[config.mk]
export PLATFORM = sky130hd
export DESIGN_NAME = uart_tx_arbiter
export DESIGN_NICKNAME = d
export VERILOG_FILES = /design/src/rtl/uart_pkg.sv /design/src/rtl/uart_tx_serializer.sv /design/src/rtl/uart_tx_arbiter.sv
export SDC_FILE = /design/constraint.sdc
export NUM_CORES = 1
export LEC_CHECK = 0
export BUFFER_PORTS_ARGS = -buffer_cell sky130_fd_sc_hd__buf_2
export CAP_MARGIN = 25
export CORE_MARGIN = 2
export CORE_UTILIZATION = 51
export CTS_CLUSTER_DIAMETER = 30
export DETAILED_ROUTE_END_ITERATION = 16
export GPL_TIMING_DRIVEN = 0
export PLACE_DENSITY = 0.77
export SETUP_SLACK_MARGIN = 0.4
export SLEW_MARGIN = 20
export SYNTH_ARGS = -nofsm -noshare
export SYNTH_HDL_FRONTEND = slang
export SYNTH_SLANG_ARGS = --single-unit
[constraint.sdc]
create_clock -name clk_in -period 2.4 [get_ports clk_in]
set_input_delay 0.12 -clock clk_in [delete_from_list [all_inputs] [get_ports clk_in]]
set_output_delay 0.12 -clock clk_in [all_outputs]
set_load 0.01 [all_outputs]
[src/rtl/uart_pkg.sv]
// Shared types and defaults for the arbitrated UART transmitter.
// The PARITY state only exists when UART_TX_ARBITER_PARITY_EN is defined.
package uart_pkg;

  localparam int DEF_DATA_W    = 8;
  localparam int DEF_STOP_BITS = 1;
  localparam int NUM_REQ       = 2;

  typedef enum logic [2:0] {
    ST_IDLE,
    ST_ALIGN,
    ST_START,
    ST_DATA,
`ifdef UART_TX_ARBITER_PARITY_EN
    ST_PARITY,
`endif
    ST_STOP
  } tx_state_t;

endpackage

[src/rtl/uart_tx_serializer.sv]
// Frame serializer: shift register, bit counter and line state machine.
// Optional even-parity bit under UART_TX_ARBITER_PARITY_EN.
module uart_tx_serializer
  import uart_pkg::*;
#(
  parameter int DATA_W    = DEF_DATA_W,
  parameter int STOP_BITS = DEF_STOP_BITS
) (
  input  logic              clk,
  input  logic              rst,
  input  logic              baud_tick,
  input  logic              load,
  input  logic [DATA_W-1:0] load_data,
  output logic              tx,
  output logic              busy
);

  localparam int CNT_W = $clog2(DATA_W + 1);
  localparam logic [CNT_W-1:0] DATA_LAST = CNT_W'(DATA_W - 1);
  localparam logic [CNT_W-1:0] STOP_LAST = CNT_W'(STOP_BITS - 1);

  tx_state_t         state, state_nxt;
  logic [DATA_W-1:0] shift;
  logic [CNT_W-1:0]  cnt;
`ifdef UART_TX_ARBITER_PARITY_EN
  logic              parity;
`endif

  always_ff @(posedge clk or posedge rst) begin
    if (rst) state <= ST_IDLE;
    else     state <= state_nxt;
  end

  always_comb begin
    state_nxt = state;
    case (state)
      ST_IDLE:  if (load)      state_nxt = ST_ALIGN;
      ST_ALIGN: if (baud_tick) state_nxt = ST_START;
      ST_START: if (baud_tick) state_nxt = ST_DATA;
`ifdef UART_TX_ARBITER_PARITY_EN
      ST_DATA:   if (baud_tick && cnt == DATA_LAST) state_nxt = ST_PARITY;
      ST_PARITY: if (baud_tick)                     state_nxt = ST_STOP;
`else
      ST_DATA:   if (baud_tick && cnt == DATA_LAST) state_nxt = ST_STOP;
`endif
      ST_STOP:  if (baud_tick && cnt == STOP_LAST) state_nxt = ST_IDLE;
      default:  state_nxt = ST_IDLE;
    endcase
  end

  // The counter is reused for stop periods; it is cleared on every exit so it never wraps mid-frame.
  always_ff @(posedge clk or posedge rst) begin
    if (rst) begin
      shift  <= '0;
      cnt    <= '0;
`ifdef UART_TX_ARBITER_PARITY_EN
      parity <= 1'b0;
`endif
    end else begin
      case (state)
        ST_IDLE: if (load) begin
          shift  <= load_data;
          cnt    <= '0;
`ifdef UART_TX_ARBITER_PARITY_EN
          parity <= ^load_data;
`endif
        end
        ST_DATA: if (baud_tick) begin
          shift <= shift >> 1;
          cnt   <= (cnt == DATA_LAST) ? '0 : cnt + 1'b1;
        end
        ST_STOP: if (baud_tick) begin
          cnt <= (cnt == STOP_LAST) ? '0 : cnt + 1'b1;
        end
        default: ;
      endcase
    end
  end

  always_comb begin
    tx   = 1'b1;
    busy = (state != ST_IDLE);
    case (state)
      ST_START:  tx = 1'b0;
      ST_DATA:   tx = shift[0];
`ifdef UART_TX_ARBITER_PARITY_EN
      ST_PARITY: tx = parity;
`endif
      default:   tx = 1'b1;
    endcase
  end

endmodule

[src/rtl/uart_tx_arbiter.sv]
// Two-requester round-robin front end for a UART transmitter; ready pulses only while idle.
// Define UART_TX_ARBITER_PARITY_EN to insert an even-parity bit after the data bits.
module uart_tx_arbiter
  import uart_pkg::*;
#(
  parameter int DATA_W    = DEF_DATA_W,
  parameter int STOP_BITS = DEF_STOP_BITS
) (
  input  logic                           clk_in,
  input  logic                           rst_in,
  input  logic                           baud_tick_in,
  input  logic [NUM_REQ-1:0][DATA_W-1:0] req_data_in,
  input  logic [NUM_REQ-1:0]             req_valid_in,
  output logic [NUM_REQ-1:0]             req_ready_out,
  output logic                           tx_out,
  output logic                           busy_out,
  output logic                           grant_out
);

  logic last_grant;
  logic winner;
  logic accept;
  logic busy;

  // With both requesting, the one that did not win last time goes next.
  always_comb begin
    winner        = (&req_valid_in) ? ~last_grant : ~req_valid_in[0];
    accept        = (|req_valid_in) && !busy && !rst_in;
    req_ready_out = '0;
    if (accept) req_ready_out[winner] = 1'b1;
  end

  always_ff @(posedge clk_in or posedge rst_in) begin
    if (rst_in) begin
      last_grant <= 1'b1;
      grant_out  <= 1'b0;
    end else if (accept) begin
      last_grant <= winner;
      grant_out  <= winner;
    end
  end

  uart_tx_serializer #(
    .DATA_W    (DATA_W),
    .STOP_BITS (STOP_BITS)
  ) u_ser (
    .clk       (clk_in),
    .rst       (rst_in),
    .baud_tick (baud_tick_in),
    .load      (accept),
    .load_data (req_data_in[winner]),
    .tx        (tx_out),
    .busy      (busy)
  );

  assign busy_out = busy;

endmodule

==> impl_results.md, run 1 <==
- Status: complete, no violations
- Die H: 49.0 um
- Netlist cell types: 36
- Worst path top cell family by delay: simple AND/OR/NAND/NOR gates
- Synth cell count leaders: o21ai_0 (24), dfrtp_1 (16), nand2_1 (14), nand3_1 (10), nor2_1 (10)
- GPL Wtd Cong: 0.843
- EDFF count, synth: 0
- Ys Warns: 0
- CTS tree: done
- Nets: 182
- WHS Path Cells: 3
- FF+latch count, synth: 17
- F_max: 509 MHz
- Clock Latency Late Sink: 0.29 ns
- Hold Slack: 0.115 ns
- CP max FO: 3
- Largest net degree at the start of global routing: 18
- # DRC: 0
- Hold path endpoint: u_ser.shift[3]
- Core area: 1940 um^2
- Ys async rst share: 100%
- Slew Limit Fails: 0
- RSZ-0062 raised after global routing: true
- Post-Synthesis Cell Area: 1030 um^2
- HP Start: req_data_in[11]
- Worst-path clk slew: 0.10 ns
- Residual overflow from global routing: 0
- Buf/Inv on CP: 4
- Avg Synthesized Cell Area: 8.18 um^2
- Setup TNS: 0 ns
- R2R setup slack: 0.50 ns
- Endpoint class of the critical path: output pin
- Final setup skew: 0.00803 ns
- Antenna violations before repair: 0
- Top-count cell post-synth: o21ai_0
- Max-cap violation count: 0
- Final setup fails: 0
- Final core utilization: 65.1%
- Final Hold Viols: 0
- CP max-delay cell: dfrtp_1
- Total CTS buffers: 3
- Post-layout min period: 1.97 ns
- CTS H-tree lvls: 1
- Top FF cell, synth: dfrtp_1
- Vias: 1,053
- R2r startpoint: u_ser.state[0]
- DIE AREA: 2400 um^2
- Ant diodes: 0
- Global-route wire length before repair: 4160 um
- Slew @ Worst Pin: 0.658 ns
- Leakage power: 0.576 nW
- Max rail drop VDD: 0.567 mV
- Wire length per cell: 13.3 um
- Crit path launch type: register
- Fin crit share: 81.9%
- Post-DP HPWL: 1690 um
- Slowest stage delay, CP: 0.38 ns
- Syn-to-layout area delta: 22.7%
- Syn_nets: 149
- Routed wire length: 2470 um
- WP data required: 2.28 ns
- Leading area contributor after synthesis: dfrtp_1
- Slew margin rel.: 56.1%
- I/O pins: 26
- WS Path Type: reg -> out
- CTS Buffer Depth: 2
- GRT Overall Usage: 22.0%
- Crit-path cells: buf_6 > or3_4 > or2_0 > buf_4 > buf_6 > a21oi_2 > buf_2
- Vias in the first global route: 983
- Root Buffer: clkbuf_4
- DR vias/cell: 5.69
- Post-Synthesis Cells: 126
- # rows: 16
- Antenna Violating Nets Remaining: 0
- Iter 0 DRT Violations: 28
- Most used cell, CP: buf_6
- Pwr Density: 1010 nW/um^2
- Register area share after synthesis: 41.4%
- Die Wd: 49.0 um
- R2R cell count: 7
- Starting density of the core: 53.1%
- Synth top area cells: dfrtp_1 (39%), o21ai_0 (12%), nand2_1 (5.1%)
- Tightest Hold Check Type: in -> reg
- Arr. time, crit path: 1.85 ns
- Clk sinks: 17
- Share of post-route cells with drive strength above 1: 27.2%
- Reg2reg end: u_ser.cnt[3]
- First-pass iteration count of the detailed router: 4
- Synth top area share: 38.8%
- Number of port buffers: 23
## tightest hold or removal path: stages
cell,delay [ns]
buf_2,0.07
a21oi_1,0.04
o21ai_0,0.14
## per-stage QoR
stage	instance area (um^2)	power [mW]	std cells	setup slack [ns]
floorplan	1030	0.922	126	0.628
global placement	1180	1.06	176	0.558
detailed placement	1180	1.08	176	0.560
CTS	1260	1.26	185	0.428
global route	1260	1.38	185	0.348
finish	1260	1.27	185	0.434
## cells in the final DEF (no fill, tap or decap), types with 4 or more instances in the layout
cell	synthesis	routed
buf_2	3	24
o21ai_0	24	24
dfrtp_1	16	16
nand2_1	14	14
nand3_1	10	10
nor2_1	10	9
a21oi_1	9	8
buf_4	0	5
inv_1	5	5
clkbuf_1	3	4
## layer usage
metal	share of wire (%)	GRT usage, %
met4	1.0	8.57
met3	5.5	3.99
met1	45	28.2
met2	49	36.8
met5	0	0
## where the power goes
part / internal (mW) / total (mW) / switching [mW] / leakage, nW
Sequential: 0.400 / 0.474 / 0.0740 / 0.210
Clock: 0.0646 / 0.155 / 0.0903 / 0.0150
Combinational: 0.269 / 0.643 / 0.374 / 0.351
## worst max-delay path by stage
stage,endpoint,depth (start not counted),startpoint,slack [ns]
floorplan,u_ser.cnt[3],6,u_ser.state[0],0.63
global placement,req_ready_out[1],7,u_ser.state[0],0.56
detailed placement,req_ready_out[1],7,u_ser.state[0],0.56
CTS,req_ready_out[0],6,u_ser.state[0],0.43
global route,req_ready_out[1],7,u_ser.state[0],0.35
finish,req_ready_out[1],7,u_ser.state[0],0.43
## layout make-up
cell class	instances	area (um^2)
plain buffers	7	46.3
clock buffers	4	26.3
fillers	175	677
inverters	5	18.8
multi-input cells	97	558
flip-flops and latches	17	427
well taps	27	33.8
repair buffers	28	155
## flip-flops by register name, summed over array words and instances (netlist names)
name,flops
last_grant,1
u_ser.cnt,4
u_ser.shift,8
grant_out,1
u_ser.state,3
## cell families (layout without fill, tap and decap cells)
logic type,count (synthesis),count (layout),share of synthesized area (%)
simple gates,47,47,23.2
compound gates,46,46,25.5
flops,17,17,41.4
buf+inv,12,44,5.46
fa+ha+maj,2,2,2.43
mux,2,2,2.06
## what timing repair did
action / 4_1_cts / 5_1_grt
cloned: 0 / 0
endpoints found under the hold margin: 16 / 0
pin swaps: 1 / 1
setup buffers: 4 / 0
setup endpoints to repair: 2 / 5
hold buffers: 1 / 0
resized for setup: 4 / 3
No activity file was read; power rests on OpenSTA's default activity.
==> run 2: changes to the inputs <==
- CORE_UTILIZATION: 51 -> 46
- PLACE_DENSITY: 0.77 -> 0.73
- clock period: 2.4 -> 1.7 ns (I/O delays scaled with it)
==> impl_results.md, run 2 (same netlist as run 1, synthesis figures left out) <==
- Slew margin rel.: 57.2% (+1.1 points)
- Wire length per cell: 13.6 um (+2.0%)
- Buf/Inv on CP: 4 (unchanged)
- Syn-to-layout area delta: 40.0%
- WP data required: 1.62 ns (-0.66 ns)
- Antenna violations before repair: 0 (unchanged)
- Slew @ Worst Pin: 0.641 ns (-0.0172 ns)
- HP Start: req_data_in[7]
- Fin area: 1440 um^2 (+14%)
- Hold path endpoint: u_ser.shift[7]
- R2R setup slack: -0.17 ns (-0.67 ns)
- Placed cell area: 1190 um^2 (+0.85%)
- Final setup skew: 0.00653 ns (-0.00150 ns)
- Setup TNS: -1.26 ns (-1.26 ns)
- Multi-input logic area: 644 um^2 (+15%)
- Status: complete, but fails checks
- # rows: 17 (+1)
- Crit path launch type: register
- Share of post-route cells with drive strength above 1: 38.6% (+11 points)
- Post-layout min period: 1.93 ns
- Reg2reg end: u_ser.cnt[3]
- F_max: 518 MHz
- Root Buffer: clkbuf_4
- Filler cells: 186 (+6.3%)
- Pwr Density: 1400 nW/um^2 (+40%)
- Routed wire length: 2640 um (+6.9%)
- Vias in the first global route: 996 (+1.3%)
- Final core utilization: 66.6% (+1.4 points)
- Final Worst Setup Slack: -0.229 ns (-0.663 ns)
- Failing checks: setup timing
- Clock Latency Late Sink: 0.29 ns (about the same)
- Fin crit share: 113%
- Top Registers: u_ser.shift (8), u_ser.cnt (4), u_ser.state (3)
- RSZ-0062 raised after global routing: true
- Tightest Hold Check Type: in -> reg
- Post-DP HPWL: 1750 um (+3.3%)
- Clk sinks: 17 (unchanged)
- GRT Overall Usage: 21.5% (-0.50 points)
- Dpl ws: -0.0942 ns (-0.654 ns)
- CTS Buffer Depth: 2 (unchanged)
- DR vias/cell: 5.52 (-3.1%)
- Slowest stage delay, CP: 0.38 ns (about the same)
- First-pass iteration count of the detailed router: 4 (unchanged)
- WS Path Type: reg -> out
- Endpoint class of the critical path: output pin
- Most frequent cells in the layout: buf_2 (22), o21ai_0 (22), dfrtp_1 (16)
- Crit-path cells: buf_6 > or3_4 > or2_0 > buf_4 > buf_8 > a21oi_2 > buf_2
- Largest Register: u_ser.shift
- Max-cap violation count: 0 (unchanged)
- WHS Path Cells: 3 (unchanged)
- Number of port buffers: 23 (unchanged)
- Nets: 190 (+4.4%)
- CTS tree: done
- Residual overflow from global routing: 0 (unchanged)
- I/O pins: 26 (unchanged)
- Leakage power: 0.643 nW (+12%)
- Worst-path clk slew: 0.10 ns (about the same)
- Ant diodes: 0 (unchanged)
- # DRC: 0 (unchanged)
- R2R cell count: 7 (unchanged)
- Arr. time, crit path: 1.84 ns (about the same)
- Final Power: 2.02 mW (+59%)
- Antenna Violating Nets Remaining: 0 (unchanged)
- CP max-delay cell: dfrtp_1
- CP max FO: 4 (+1)
- Register area: 427 um^2 (unchanged)
- Final Hold Viols: 0 (unchanged)
- Max FFs per register: 8 (unchanged)
- Vias: 1,070 (+1.6%)
- Worst path top cell family by delay: simple AND/OR/NAND/NOR gates
- Largest net degree at the start of global routing: 18 (unchanged)
- Die H: 51.3 um (+4.9%)
- R2r startpoint: u_ser.state[0]
- Starting density of the core: 47.5% (-5.6 points)
- Max rail drop VDD: 0.956 mV (+69%)
- Total CTS buffers: 3 (unchanged)
- DIE AREA: 2640 um^2 (+10%)
- Global-route wire length before repair: 4260 um (+2.3%)
- Die Wd: 51.3 um (+4.9%)
- GPL Wtd Cong: 0.858 (+1.8%)
- Final setup fails: 13 (+13)
- Slew Limit Fails: 0 (unchanged)
- CTS H-tree lvls: 1 (unchanged)
- Core area: 2170 um^2 (+12%)
- Iter 0 DRT Violations: 11 (-61%)
[run 2: metal layers]
| layer | global-route usage (%) | vias up | part of all wire (%) |
|---|---|---|---|
| met5 | 0 | - | 0 |
| met1 | 25.9 | 519 | 44 |
| met2 | 37.0 | 22 | 52 |
| met3 | 7.31 | 2 | 4.0 |
| met4 | 4.82 | 0 | 0.64 |
| li1 | - | 527 | - |
[run 2: tightest hold or removal path: cells and delay by family]
kind                   cells  cell delay [ns]
buffers and inverters      1             0.07
AOI/OAI and AO/OA          1             0.11
muxes                      1             0.06
[run 2: worst max-delay path by stage]
stage                                  end  slack (ns)  depth (start not counted)           start
after CTS                 req_ready_out[1]       -0.27                          7  u_ser.state[0]
after floorplan               u_ser.cnt[3]       -0.03                          6  u_ser.state[0]
after global routing      req_ready_out[1]       -0.28                          7  u_ser.state[0]
after global placement        u_ser.cnt[3]       -0.06                          6  u_ser.state[0]
final                     req_ready_out[1]       -0.23                          7  u_ser.state[0]
after detailed placement      u_ser.cnt[3]       -0.09                          5  u_ser.state[1]
[run 2: area by class of cell]
cell class	instances	area share, %
plain buffers	7	3.73
clock buffers	4	1.82
inverters	5	1.30
multi-input cells	97	44.6
flip-flops and latches	17	29.5
well taps	28	2.43
repair buffers	36	16.6
[run 2: metrics by stage]
stage	hold WS [ns]	std cells
after floorplan	0.0103	126
after global placement	0.205	177
after detailed placement	0.217	177
after CTS	0.0797	189
after global routing	0.0910	194
final	0.0796	194
[run 2: power breakdown]
group	switching, mW	total [mW]	internal, mW
clock network	0.123	0.215	0.0913
registers	0.116	0.680	0.564
logic	0.604	1.13	0.526
total	0.843	2.02	1.18
[run 2: repair_timing]
| item | in CTS | in global routing |
|---|---|---|
| buffers inserted | 7 | 5 |
| hold endpoints to repair | 16 | 0 |
| cloned | 0 | 0 |
| hold buffers | 1 | 0 |
| pin swaps | 4 | 5 |
| setup endpoints to repair | 18 | 21 |
| resized for setup | 12 | 25 |
